===== config.mk =====
export PLATFORM = sky130hd
export DESIGN_NAME = hilo_mul_ctrl_flat
export DESIGN_NICKNAME = d
export VERILOG_FILES = /design/src/rtl/hilo_mul_ctrl_if.sv /design/src/rtl/hilo_mul_ctrl.sv /design/src/flat_wrapper.sv
export SDC_FILE = /design/constraint.sdc
export NUM_CORES = 1
export LEC_CHECK = 0
export ABC_AREA = 1
export ABC_CLOCK_PERIOD_IN_PS = 2300
export CORE_MARGIN = 4
export CORE_UTILIZATION = 45
export DETAILED_ROUTE_END_ITERATION = 12
export PLACE_DENSITY = 0.82
export REMOVE_ABC_BUFFERS = 1
export SYNTH_ARGS = -nofsm -noshare
export SYNTH_HDL_FRONTEND = slang
export SYNTH_SLANG_ARGS = --single-unit

===== constraint.sdc =====
create_clock -name clk -period 2.3 [get_ports clk]
set_input_delay 0.46 -clock clk [delete_from_list [all_inputs] [get_ports clk]]
set_output_delay 0.46 -clock clk [all_outputs]
set_load 0.02 [all_outputs]

===== src/rtl/hilo_mul_ctrl_if.sv =====
// hilo_mul_ctrl_if: pipeline-side op bus and HI/LO multiplier wrapper bus of the sequencer
interface hilo_mul_ctrl_if;
  logic        i_op_valid;
  logic [2:0]  i_op_code;
  logic [31:0] i_op_a;
  logic [31:0] i_op_b;
  logic        o_stall;
  logic [31:0] o_rd_data;
  logic        o_rd_valid;
  logic        o_err;
  logic        o_mul_start;
  logic [31:0] o_mul_opr1;
  logic [31:0] o_mul_opr2;
  logic [1:0]  o_mul_write_opt;
  logic [31:0] o_mul_write_data;
  logic [63:0] i_mul_result;
  logic        i_mul_ready;
  modport slave (
    input  i_op_valid, i_op_code, i_op_a, i_op_b, i_mul_result, i_mul_ready,
    output o_stall, o_rd_data, o_rd_valid, o_err, o_mul_start, o_mul_opr1, o_mul_opr2,
           o_mul_write_opt, o_mul_write_data
  );
  modport master (
    output i_op_valid, i_op_code, i_op_a, i_op_b, i_mul_result, i_mul_ready,
    input  o_stall, o_rd_data, o_rd_valid, o_err, o_mul_start, o_mul_opr1, o_mul_opr2,
           o_mul_write_opt, o_mul_write_data
  );
endinterface


===== src/rtl/hilo_mul_ctrl.sv =====
// hilo_mul_ctrl: HI/LO op sequencer in front of an unsigned multiplier wrapper, signed MULT via magnitude + negated write-back
module hilo_mul_ctrl #(
  parameter bit SIGNED_EN = 1'b1,
  parameter int TIMEOUT   = 63
) (
  input logic             clk,
  input logic             rst_n,
  hilo_mul_ctrl_if.slave  bus
);
  typedef enum logic [2:0] {IDLE, ISSUE, WAIT, FIX_LO, FIX_HI, WR} state_t;
  localparam int CW = $clog2(TIMEOUT + 1);
  state_t        r_state;
  logic          r_neg;
  logic [63:0]   r_fix;
  logic [CW-1:0] r_cnt;
  logic [31:0]   r_rd_data;
  logic          r_rd_valid;
  logic          r_err;
  logic          r_mul_start;
  logic [31:0]   r_opr1;
  logic [31:0]   r_opr2;
  logic [1:0]    r_wo;
  logic [31:0]   r_wd;
  logic          w_sgn;
  logic [31:0]   w_abs_a;
  logic [31:0]   w_abs_b;
  logic [63:0]   w_neg_res;
  assign w_sgn     = SIGNED_EN && bus.i_op_code == 3'd1;
  assign w_abs_a   = (w_sgn && bus.i_op_a[31]) ? -bus.i_op_a : bus.i_op_a;
  assign w_abs_b   = (w_sgn && bus.i_op_b[31]) ? -bus.i_op_b : bus.i_op_b;
  assign w_neg_res = -bus.i_mul_result;
  assign bus.o_stall          = r_state != IDLE;
  assign bus.o_rd_data        = r_rd_data;
  assign bus.o_rd_valid       = r_rd_valid;
  assign bus.o_err            = r_err;
  assign bus.o_mul_start      = r_mul_start;
  assign bus.o_mul_opr1       = r_opr1;
  assign bus.o_mul_opr2       = r_opr2;
  assign bus.o_mul_write_opt  = r_wo;
  assign bus.o_mul_write_data = r_wd;
  // sequencer: op accept, start pulse, bounded wait, two-step negated write-back, MT* writes, MF* reads
  always_ff @(posedge clk) begin
    if (!rst_n) begin
      r_state     <= IDLE;
      r_neg       <= 1'b0;
      r_fix       <= '0;
      r_cnt       <= '0;
      r_rd_data   <= '0;
      r_rd_valid  <= 1'b0;
      r_err       <= 1'b0;
      r_mul_start <= 1'b0;
      r_opr1      <= '0;
      r_opr2      <= '0;
      r_wo        <= 2'b00;
      r_wd        <= '0;
    end else begin
      r_rd_valid  <= 1'b0;
      r_mul_start <= 1'b0;
      r_wo        <= 2'b00;
      case (r_state)
        IDLE: if (bus.i_op_valid) begin
          case (bus.i_op_code)
            3'd1, 3'd2: begin
              r_opr1      <= w_abs_a;
              r_opr2      <= w_abs_b;
              r_neg       <= w_sgn && (bus.i_op_a[31] ^ bus.i_op_b[31]);
              r_mul_start <= 1'b1;
              r_state     <= ISSUE;
            end
            3'd3, 3'd4: begin
              r_rd_data  <= bus.i_op_code == 3'd3 ? bus.i_mul_result[63:32] : bus.i_mul_result[31:0];
              r_rd_valid <= 1'b1;
            end
            3'd5, 3'd6: begin
              r_wo    <= bus.i_op_code == 3'd5 ? 2'b10 : 2'b01;
              r_wd    <= bus.i_op_a;
              r_state <= WR;
            end
            default: ;
          endcase
        end
        ISSUE: begin
          r_cnt   <= '0;
          r_state <= WAIT;
        end
        WAIT: if (bus.i_mul_ready) begin
          if (r_neg) begin
            r_fix   <= w_neg_res;
            r_wo    <= 2'b01;
            r_wd    <= w_neg_res[31:0];
            r_state <= FIX_LO;
          end else begin
            r_state <= IDLE;
          end
        end else if (r_cnt == CW'(TIMEOUT - 1)) begin
          r_err   <= 1'b1;
          r_state <= IDLE;
        end else begin
          r_cnt <= r_cnt + 1'b1;
        end
        FIX_LO: begin
          r_wo    <= 2'b10;
          r_wd    <= r_fix[63:32];
          r_state <= FIX_HI;
        end
        default: r_state <= IDLE;
      endcase
    end
  end
endmodule


===== src/flat_wrapper.sv =====
// flat-port wrapper written by rule: the top's interface ports become plain ports
module hilo_mul_ctrl_flat 
#(
  parameter bit SIGNED_EN = 1'b1,
  parameter int TIMEOUT   = 63
)
  (clk, rst_n, bus_i_op_valid, bus_i_op_code, bus_i_op_a, bus_i_op_b, bus_i_mul_result, bus_i_mul_ready, bus_o_stall, bus_o_rd_data, bus_o_rd_valid, bus_o_err, bus_o_mul_start, bus_o_mul_opr1, bus_o_mul_opr2, bus_o_mul_write_opt, bus_o_mul_write_data);
  hilo_mul_ctrl_if bus_i ();
  input logic clk;
  input logic rst_n;
  input wire logic [$bits(bus_i.i_op_valid)-1:0] bus_i_op_valid;
  input wire logic [$bits(bus_i.i_op_code)-1:0] bus_i_op_code;
  input wire logic [$bits(bus_i.i_op_a)-1:0] bus_i_op_a;
  input wire logic [$bits(bus_i.i_op_b)-1:0] bus_i_op_b;
  input wire logic [$bits(bus_i.i_mul_result)-1:0] bus_i_mul_result;
  input wire logic [$bits(bus_i.i_mul_ready)-1:0] bus_i_mul_ready;
  output wire logic [$bits(bus_i.o_stall)-1:0] bus_o_stall;
  output wire logic [$bits(bus_i.o_rd_data)-1:0] bus_o_rd_data;
  output wire logic [$bits(bus_i.o_rd_valid)-1:0] bus_o_rd_valid;
  output wire logic [$bits(bus_i.o_err)-1:0] bus_o_err;
  output wire logic [$bits(bus_i.o_mul_start)-1:0] bus_o_mul_start;
  output wire logic [$bits(bus_i.o_mul_opr1)-1:0] bus_o_mul_opr1;
  output wire logic [$bits(bus_i.o_mul_opr2)-1:0] bus_o_mul_opr2;
  output wire logic [$bits(bus_i.o_mul_write_opt)-1:0] bus_o_mul_write_opt;
  output wire logic [$bits(bus_i.o_mul_write_data)-1:0] bus_o_mul_write_data;
  assign bus_i.i_op_valid = bus_i_op_valid;
  assign bus_i.i_op_code = bus_i_op_code;
  assign bus_i.i_op_a = bus_i_op_a;
  assign bus_i.i_op_b = bus_i_op_b;
  assign bus_i.i_mul_result = bus_i_mul_result;
  assign bus_i.i_mul_ready = bus_i_mul_ready;
  assign bus_o_stall = bus_i.o_stall;
  assign bus_o_rd_data = bus_i.o_rd_data;
  assign bus_o_rd_valid = bus_i.o_rd_valid;
  assign bus_o_err = bus_i.o_err;
  assign bus_o_mul_start = bus_i.o_mul_start;
  assign bus_o_mul_opr1 = bus_i.o_mul_opr1;
  assign bus_o_mul_opr2 = bus_i.o_mul_opr2;
  assign bus_o_mul_write_opt = bus_i.o_mul_write_opt;
  assign bus_o_mul_write_data = bus_i.o_mul_write_data;
  hilo_mul_ctrl #(.SIGNED_EN(SIGNED_EN), .TIMEOUT(TIMEOUT)) u_core (.clk(clk), .rst_n(rst_n), .bus(bus_i));
endmodule

==> results of run 1 <==
==> registers in the layout, indices dropped and copies added (netlist names) <==
register                     count
u_core.bus.o_mul_start           1
u_core.r_fix                    32
u_core.bus.o_rd_data            32
u_core.r_neg                     1
u_core.bus.o_mul_opr1           32
u_core.bus.o_mul_write_data     32
u_core.bus.o_mul_write_opt       2
u_core.bus.o_mul_opr2           32
u_core.r_state                   3
u_core.bus.o_err                 1
u_core.bus.o_rd_valid            1
u_core.r_cnt                     6
==> metrics by stage <==
| stage | TNS, ns | utilization [%] | setup slack, ns | cell area (um2) | hold slack, ns |
|---|---|---|---|---|---|
| 2_1_floorplan | -90.45 | - | -0.914 | 10800 | 0.467 |
| 3_3_place_gp | -3.94 | 64.2 | -0.290 | 15600 | 0.453 |
| 3_5_place_dp | -5.85 | 64.2 | -0.285 | 15600 | 0.460 |
| 4_1_cts | 0 | 66.6 | 0.154 | 16200 | 0.475 |
| 5_1_grt | 0 | 66.6 | 0.0285 | 16200 | 0.510 |
| 6_report | 0 | 66.6 | 0.159 | 16200 | 0.475 |
==> area by class of cell <==
type	count	area (um2)	share of cell area, %
Inverter	236	888	5.48
Clock inverter	11	128	0.788
Tap cell	324	405	2.50
Clock buffer	20	447	2.76
Sequential cell	175	3500	21.6
Multi-Input combinational cell	1411	6460	39.9
Timing Repair Buffer	477	4370	27.0
==> critical path: stages <==
cell and delay, ns:
clkdlybuf4s50_1 0.48, inv_1 0.13, nand3_1 0.16, buf_4 0.18, inv_1 0.07, nand2_1 0.08
nor2_1 0.12, nand2_1 0.19, nor2_4 0.21, a21oi_1 0.09, nor2_1 0.22, nor2_1 0.06
==> metal layers <==
layer	GRT usage, %	vias up	part of all wire, %
met1	44.6	6581	42
met2	58.3	705	46
met4	12.0	0	3.4
li1	-	6929	-
met5	0	-	0
met3	6.55	99	8.7
==> path summary, 6_finish.rpt <==
check | from | to | cells after the start
hold / removal | u_core.bus.o_mul_opr1[1] | u_core.bus.o_mul_opr1[1] | 2
setup / recovery | bus_i_mul_result[0] | u_core.r_fix[49] | 12
hold reg to reg | u_core.bus.o_mul_opr1[1] | u_core.bus.o_mul_opr1[1] | 2
setup reg to reg | u_core.r_state[0] | u_core.bus.o_mul_write_data[3] | 9
==> cell usage after synthesis, drive strengths merged, types with 4 or more instances <==
master,count
nand3,152
o21ai,163
ha,5
nand3b,4
clkbuf,39
nand4,24
xor2,22
inv,236
dfxtp,175
a21oi,119
nor2,410
or2,4
buf,30
o22ai,23
o211ai,4
nand2,416
nor3,8
a31oi,8
xnor2,6
a211oi,33
==> kinds of logic (layout without fill, tap and decap cells) <==
family	after synthesis	count (layout)	synth area share [%]
simple gates	1020	1020	37.6
xor+xnor	28	28	2.20
buf+inv	305	744	10.7
fa+ha+maj	5	5	0.562
compound gates	358	358	17.5
flops	175	175	31.5
==> power by group through the flow <==
stage / combinational, mW / clock [mW] / sequential (mW)
final: 3.54 / 3.01 / 3.72
after global routing: 3.79 / 3.15 / 3.76
after CTS: 3.51 / 3.01 / 3.71
after detailed placement: 3.48 / 0 / 3.76
after global placement: 3.46 / 0 / 3.76
after floorplan: 1.16 / 0 / 4.12
==> metrics, run 1 <==
status=finished clean; WS Path Type=input pin to flip-flop; final cell count without fillers=2654; worst slew pin tran=0.496 ns; layout cells sized above 1=a little under an eighth; most frequent cells in the layout=nand2_1, nor2_1, clkdlybuf4s50_1; Max Clock Skew=0.0100 ns; Synth top area share=31.5%; worst vdd ir=approximately 0.00060 V; Hold Buf Count CTS=0; hold crit path type=flip-flop to flip-flop; Seq/Total Area, Yosys=31.5%; Via Count=14300; final hold violation count=0; Core Footprint=24300 um2; FFs w/ async S/R, synth=0%; die height=165 um; routed vias/inst=approximately 5.4; post-synthesis cell type count=38; Port Buffer Count=268; CTS Buf Count=17; Initial Utilization=a little under half; startpoint types=input pin; internal power=about 6.5 mW; clk slew on worst S/H paths=0.07 ns; clk_lat worst skew=0.44 ns; Worst Path Required=around 2.6 ns; most common cell after layout, fill and taps aside=nand2_1; post-DP HPWL=around 38000 um; placed insts=2623; area grow syn2layout=45.5%; Avg Inst Size Synth=5.89 um2; Nets=2458; crit path max fanout=7; DR WL/cell=18.3 um; DRT Pass-1 Iters=5; r2r setup slk=0.39 ns; fill cell count=2275; sequential power share=a little over a third; routed wire length=a little under 50000 um; largest cells by area after synthesis=dfxtp_1, nand2_1, nor2_1; post-cts gate resize count=0; grt ovf=0; CTS Sinks=175; Combinational Power Share=34.5%; max_slew headroom=around 67%; area leader, netlist=dfxtp_1; count of final setup violators=0; vias in the first global route=between 10000 and 15000; synth warn=0; Yosys reg bits=175; EDFF count, synth=0; width of the die=~170 um; net switching power=3.80 mW; Tot Pwr=10.3 mW; CTS max path bufs=2; first-pass GRT wire length=~73000 um; Routed Antenna Nets=0; initial antenna violation count=0; Final Max Tran Viols=0; Inserted Diodes=0; io pins=269; Routability Congestion=just over 1; Synth Cell Area=around 11000 um2; MaxCap Viol Count=0; CTS tree=built; FMAX=467 MHz; largest net degree at the start of global routing=106; RSZ-0062 raised after global routing=false; Setup Buffers After CTS=0; ys flop type=dfxtp_1; DR DRC count=0; Clock power frac=~29%; H-tree depth=4; row count=57; arrival time at the worst endpoint=2.46 ns; number of DRC markers in iteration 0=between 1000 and 1500; Mapped Cells=1891; Pwr Density=roughly 630 nW/um2; Global Route Usage Sum=roughly a third; Sw Ratio=between 30% and 40%; min Tclk post-route=2.14 ns; DIE AREA=27300 um2; leakage=7.09 nW; Period Utilization, post-route=93.1%; nature of the critical path endpoint=flip-flop; CTS root buf=clkbuf_16
No activity file was read; power rests on OpenSTA's default activity.
==> run 2: changes to the inputs <==
--- a/config.mk
+++ b/config.mk
@@ -15,3 +15,4 @@
 export SYNTH_ARGS = -nofsm -noshare
 export SYNTH_HDL_FRONTEND = slang
 export SYNTH_SLANG_ARGS = --single-unit
+export TNS_END_PERCENT = 30
==> results of run 2 <==
Same layout as run 1: the final DEF is identical, and so are final timing and power.
